$ cat config.mk
export PLATFORM = sky130hd
export DESIGN_NAME = instr_fetch_stage
export DESIGN_NICKNAME = d
export VERILOG_FILES = /design/src/rtl/instr_fetch_stage.sv
export SDC_FILE = /design/constraint.sdc
export NUM_CORES = 1
export LEC_CHECK = 0
export CORE_UTILIZATION = 45
export CTS_CLUSTER_DIAMETER = 120
export DETAILED_ROUTE_END_ITERATION = 12
export GPL_TIMING_DRIVEN = 0
export HOLD_SLACK_MARGIN = 0.05
export PLACE_DENSITY = 0.81
export SLEW_MARGIN = 10
export SYNTH_ARGS = -nofsm -noshare
export SYNTH_HDL_FRONTEND = slang
export SYNTH_SLANG_ARGS = --single-unit
export TNS_END_PERCENT = 20
$ cat constraint.sdc
create_clock -name clk -period 5.2 [get_ports clk]
set_input_delay 1.04 -clock clk [delete_from_list [all_inputs] [get_ports clk]]
set_output_delay 1.04 -clock clk [all_outputs]
set_load 0.05 [all_outputs]
$ cat src/rtl/instr_fetch_stage.sv
// instr_fetch_stage: owns the PC, keeps at most one instruction request in
// flight, and presents {pc, instr} to decode through a one-entry valid/ready
// register. Redirects from execute replace the PC and squash stale responses.
// Optional build macro: FETCH_MISALIGN_CHECK_EN (trap misaligned fetch PCs).
module instr_fetch_stage #(
  parameter logic [63:0] RESET_PC = 64'h0000_0000_8000_0000
) (
  input  logic        clk,
  input  logic        reset,
  output logic        ireq_valid,
  output logic [63:0] ireq_addr,
  input  logic        iresp_addr_ok,
  input  logic        iresp_data_ok,
  input  logic [31:0] iresp_data,
  input  logic        redirect_valid,
  input  logic [63:0] redirect_pc,
  output logic        out_valid,
  input  logic        out_ready,
  output logic [63:0] out_pc,
  output logic [31:0] out_instr,
  output logic        out_misalign
);

  localparam logic [63:0] PC_STEP = 64'd4;

  typedef enum logic [1:0] {IDLE, REQ, WAIT, DROP} state_t;

  state_t      state_q;
  logic [63:0] pc_q;
  logic        out_valid_q;
  logic [63:0] out_pc_q;
  logic [31:0] out_instr_q;

  logic out_free;
  logic pc_misalign;
  logic halted;
  logic req_acc;
  logic complete;

`ifdef FETCH_MISALIGN_CHECK_EN
  localparam logic [31:0] NOP_INSTR = 32'h0000_0013;
  logic halt_q;
  logic out_misalign_q;
  assign pc_misalign  = (pc_q[1:0] != 2'b00);
  assign halted       = halt_q;
  assign out_misalign = out_misalign_q;
`else
  assign pc_misalign  = 1'b0;
  assign halted       = 1'b0;
  assign out_misalign = 1'b0;
`endif

  // Output register can take a new entry when empty or draining this cycle.
  assign out_free   = !out_valid_q || out_ready;
  // Never put a request on the bus unless its response has somewhere to land.
  assign ireq_valid = (state_q == REQ) && out_free && !pc_misalign;
  assign ireq_addr  = pc_q;
  assign req_acc    = ireq_valid && iresp_addr_ok;
  assign complete   = ((state_q == REQ) && req_acc && iresp_data_ok) ||
                      ((state_q == WAIT) && iresp_data_ok);

  assign out_valid  = out_valid_q;
  assign out_pc     = out_pc_q;
  assign out_instr  = out_instr_q;

  // Fetch FSM, PC and output register.
  always_ff @(posedge clk) begin
    if (reset) begin
      state_q     <= IDLE;
      pc_q        <= RESET_PC;
      out_valid_q <= 1'b0;
      out_pc_q    <= 64'd0;
      out_instr_q <= 32'd0;
`ifdef FETCH_MISALIGN_CHECK_EN
      halt_q         <= 1'b0;
      out_misalign_q <= 1'b0;
`endif
    end else begin
      if (out_valid_q && out_ready) begin
        out_valid_q <= 1'b0;
      end
      if (redirect_valid) begin
        // Redirect wins: buffered instruction is dropped even if accepted now.
        pc_q        <= redirect_pc;
        out_valid_q <= 1'b0;
`ifdef FETCH_MISALIGN_CHECK_EN
        halt_q <= 1'b0;
`endif
        unique case (state_q)
          IDLE:    state_q <= REQ;
          REQ:     state_q <= (req_acc && !iresp_data_ok) ? DROP : REQ;
          WAIT:    state_q <= iresp_data_ok ? REQ : DROP;
          // A response landing now is the single stale one; nothing is left.
          DROP:    state_q <= iresp_data_ok ? REQ : DROP;
        endcase
      end else if (complete) begin
        out_valid_q <= 1'b1;
        out_pc_q    <= pc_q;
        out_instr_q <= iresp_data;
        pc_q        <= pc_q + PC_STEP;
`ifdef FETCH_MISALIGN_CHECK_EN
        out_misalign_q <= 1'b0;
`endif
        state_q <= out_ready ? REQ : IDLE;
      end else begin
        unique case (state_q)
          IDLE: begin
            if (out_free && !halted) begin
              state_q <= REQ;
            end
          end
          REQ: begin
            if (pc_misalign) begin
`ifdef FETCH_MISALIGN_CHECK_EN
              // Present a nop flagged misaligned and park until redirected.
              if (out_free) begin
                out_valid_q    <= 1'b1;
                out_pc_q       <= pc_q;
                out_instr_q    <= NOP_INSTR;
                out_misalign_q <= 1'b1;
                halt_q         <= 1'b1;
                state_q        <= IDLE;
              end
`endif
            end else if (req_acc) begin
              state_q <= WAIT;
            end
          end
          WAIT: state_q <= WAIT;
          DROP: begin
            if (iresp_data_ok) begin
              state_q <= out_free ? REQ : IDLE;
            end
          end
        endcase
      end
    end
  end

endmodule
# Yosys cells after proc, flatten, opt, wreduce, memory -nomap -nowiden
# Index checks and enable logic that the tools add are counted.
# op_classes
n_reduce_logical	18
mux	15
addsub	1
n_bitwise	1
n_eq_ne	6
# ops
cell	count
2-to-1 mux 64 bit	2
adder 64 x 3 -> 64 bit, second input constant	1
2-to-1 mux 2 bit	7
inequality test 4 bit, second input constant	3
case mux 2 bit (4 select lines)	1
logical AND 1 bit	7
case mux 2 bit (3 select lines)	1
== test 2 bit, second input constant	2
2-to-1 mux 1 bit	4
nonzero test 2 bit	2
OR reduction 2 bit	2
AND reduction 3 bit	1
== test 2 x 1 -> 1 bit, second input constant	1
zero test 1 bit	2
zero test 2 bit	1
logical OR 1 bit	2
AND reduction 2 bit	1
NOT 1 bit	1
# word_totals
word_cells	46
output_inout_bits	163
in_bits	102
regBits	163

# Longest topological paths before layout
# Gate-level depths: netlist of run 1.
# depth
word_depth	9
depth_mapped	10
depth_no_buf	8

# Worst setup path after synthesis of run 1
# No wires, ideal clock.
# synth_path
path_type	input -> output
from	in out_ready
to	out ireq_valid
arrival_time_ns	1.650
path_buffers	0
cell_stages	2
required_ns	4.160
setup_slack_ns	2.510
path_cell_list	nand2b_1 and2_1
# synth_between
elab_chain_len	2
# synth_rtl
item	line	source
start: declaration	18	input logic out_ready,
logical OR 1 bit	54	assign out_free = !out_valid_q || out_ready;
logical AND 1 bit	56	assign ireq_valid = (state_q == REQ) && out_free && !pc_misalign;
end: declaration	10	output logic ireq_valid,
# Every way passes these cells.

# Worst setup path after layout of run 1
# Same ends and word-level chain as after synthesis.

==> summary.md, run 1 <==
| Metric | Value |
|---|---|
| Rows | 45 |
| Status | finished clean |
| Path type of the worst setup path | primary input to output port |
| CTS resizes | 0 |
| RSZ-0062 raised after global routing | no |
| WP data required | ~4.2 ns |
| Pre-Repair DR Iteration Count | 5 |
| Clk_lat worst skew | 0.43 ns |
| EDFF count, synth | 0 |
| CTS sink cnt | 163 |
| DRC viols | 0 |
| Synth warnings | 0 |
| Gpl congestion | 0.8255 |
| Post-route design area | around 11,000 sq um |
| Worst VDD drop | 235.2 uV |
| Register area share after synthesis | a little under half |
| Cts hold-fix bufs | 0 |
| Height of the die | 128.4 um |
| Static Leak | 3.695 nW |
| Critical path arrival | 2.73 ns |
| CP most frequent cell | clkdlybuf4s50_1 |
| Nature of the critical path endpoint | output port |
| TritonCTS clock tree | built |
| Area Overhead vs Synth | 48.29% |
| Final hold violations | 0 |
| Gr ovfl total | 0 |
| Vias in the first global route | 7,053 |
| Critical-path cell list | clkdlybuf4s50_1, nand2b_1, and2_1, clkdlybuf4s50_1 |
| Critical path's slowest cell | clkdlybuf4s50_1 |
| Area of the core | 15,370 sq um |
| Final wirelength | 23.20 mm |
| Setup_tns | 0 ns |
| First-pass GRT wire length | 36.43 mm |
| Ys flop type | dfxtp_1 |
| Routed length per instance | 16.75 um |
| Max Fclk | 265.0 MHz |
| Min cycle time layout | 3.774 ns |
| Net count after synthesis | 991 |
| Cell accounting for the most synthesized area | dfxtp_1 |
| Io pins | 265 |
| Via count | around 7.3k |
| RR Startpoint | state_q[1] |
| Num CTS Buffers | 17 |
| Relative slew slack | 37.00% |
| Postcts setup bufs | 0 |
| H-tree Lvls | 4 |
| Pin count of the biggest net entering global routing | 17 |
| Slew Limit Fails | 0 |
| Antenna violations before repair | 0 |
| Iter 0 DRT Violations | 463 |
| Ratio of cells with drive above 1 in the final layout | 5.196% |
| Die area | roughly 16,000 sq um |
| Clock tree buffer depth | 2 |
| Ant. Diodes | 0 |
| Clock transition at path regs | roughly 0.060 ns |
| Starting Density | ~47% |
| Detailed placement HPWL | 17.01 mm |
| GRT Util Overall | 28.60% |
| DR vias/cell | 5.261 |
| ANT nets after route | 0 |
| Mapped Avg Cell Area | 8.141 sq um |
| Root buf cell | clkbuf_16 |
| Post-synthesis register bit count | 163 |
| Crit path launch | out_ready |
| Filler Cells Inserted | about 1.3k |
| Period utilization | 72.57% |
| Post-placement cell area | about 10,000 sq um |
| Final hold slack | 0.4523 ns |
| Worst Tran Pin Value | 0.9450 ns |
| Power density over the cells | 313.9 nW/um^2 |
| Fin Clk Skew | 0.009857 ns |
| Reg area | 3263 sq um |
| Multi-input logic area | 3592 sq um |
| # setup viols final | 0 |
| FFs w/ async S/R, synth | 0% |
| Min-delay src | out_pc[47] |
| Yosys cell types | between 50 and 60 |
| Top cell type's share of synthesized area | between 40% and 50% |
| Synthesized area | 7188 sq um |
| Post-Syn Instances | 883 |
| Max cap viols | 0 |
| Pwr Total | 3.345 mW |
| Critical Path Start Type | primary input |
| Worst-path maximum fanout | 5 |
| Die W | ~130 um |
| Critical path's largest stage delay | 0.86 ns |
| Worst Hold Class | flop to flop |
| Port Buffers | around 260 |
| Nets | 1,272 |
| Area contributors post-synth | dfxtp_1 (45%), nand2_1 (11%), a21oi_1 (7.4%) |
-- worst max-delay path: cells and delay by family --
family | cells | cell delay (ns)
buffers and inverters | 2 | 1.34
AND/OR/NAND/NOR | 2 | 0.35
-- cell usage after synthesis, types with 2 or more instances --
master and instances:
nor2b_1 2, mux2i_1 18, and3_2 3, buf_1 4, ha_1 6, nor4_1 8, clkbuf_1 38, nand2b_1 2
or3_1 6, dfxtp_1 163, nor4_2 2, and4_1 8, nor3_1 10, and2_1 6, o21a_1 5, a21oi_1 106
and3_1 8, clkbuf_8 4, nand2_1 218, a211oi_1 31, xor2_1 27, and2_2 3, nand4_1 27, xnor2_1 28
nor2_1 62, and4_2 4, nand3_1 24, a311oi_1 6, buf_2 10, inv_1 11, o21ai_0 12
-- where the power goes --
| part | internal [mW] | total, mW | switching (mW) |
|---|---|---|---|
| clock network | 0.787 | 1.27 | 0.479 |
| registers | 1.31 | 1.38 | 0.0721 |
| logic | 0.259 | 0.695 | 0.436 |
-- through the flow --
step	setup slack, ns	cells	util [%]
after floorplan	2.510	883	-
after global placement	1.374	1356	65.54
after detailed placement	1.275	1356	65.54
after CTS	1.400	1385	69.34
after global routing	1.359	1385	69.34
final	1.426	1385	69.34
-- final cells by class --
class,count,area share (%)
buffer,59,2.735
clock buffer,25,4.555
inverter,11,0.3874
tap,211,2.477
clock inverter,4,0.9273
timing repair buffer,262,24.60
sequential,163,30.61
multi-input combinational,650,33.70
-- routing by layer --
metal  GRT usage (%)  vias to the layer above  routed length (um)  share of wire [%]
met5               0                        -                   0                  0
met4           10.66                        0                 661                2.8
met3           8.898                       49                1935                8.3
met2           48.24                      278               10830                 47
met1           34.18                     3380                9771                 42
li1                -                     3579                   -                  -
-- path summary, 6_finish.rpt --
check / end / depth (start not counted) / slack (ns)
worst max register to register: out_instr[29] / 10 / 2.29
worst min-delay path: out_pc[47] / 2 / 0.45
worst max-delay path: ireq_valid / 4 / 1.43
worst min register to register: out_pc[47] / 2 / 0.45
-- cell families after synthesis --
group,Yosys count,share of synthesized area (%)
simple gates,404,26.23
compound gates,166,13.44
flops,163,45.40
buf+inv,70,4.630
xor+xnor,55,6.702
mux,18,2.506
fa+ha+maj,6,1.044
other cells,1,0.05217
-- placed cells by master, fill, tap and decap left out, types with 3 or more instances in the layout --
| cell type | n |
|---|---|
| buf_2 | 10 |
| or3_1 | 6 |
| a21oi_1 | 106 |
| and4_2 | 4 |
| a211oi_1 | 31 |
| clkbuf_8 | 7 |
| dfxtp_1 | 163 |
| clkbuf_16 | 17 |
| nand3_1 | 24 |
| and2_1 | 6 |
| and2_2 | 3 |
| xnor2_1 | 28 |
| a311oi_1 | 6 |
| nand2_1 | 218 |
| nand4_1 | 27 |
| clkbuf_1 | 43 |
| nor2_1 | 62 |
| ha_1 | 6 |
| xor2_1 | 27 |
| nor4_1 | 8 |
| mux2i_1 | 18 |
| bufinv_16 | 3 |
| buf_1 | 4 |
| and3_2 | 3 |
| o21a_1 | 5 |
| nor3_1 | 10 |
| and4_1 | 8 |
| o21ai_0 | 12 |
| clkdlybuf4s50_1 | 262 |
| inv_1 | 11 |
| and3_1 | 8 |
-- sequential cells by signal (all words and copies together), names as in the netlist --
signal / count
state_q: 2
ireq_addr: 64
out_instr: 32
out_pc: 64
out_valid: 1
Power figures use the tool's default switching activity.
==> run 2: changes to the inputs <==
- clock period: 5.2 -> 3.8 ns (I/O delays scaled with it)
==> results of run 2 <==
Same layout as run 1 (identical final DEF). Status: finished clean.
Among the figures that moved: setup slack after placement 1.275 ns -> 0.1546 ns; setup slack after layout 1.426 ns -> 0.5864 ns; register-to-register setup slack 2.29 ns -> 0.89 ns; total power 3.345 mW -> 4.578 mW; worst IR drop on VDD 235.2 uV -> 321.8 uV
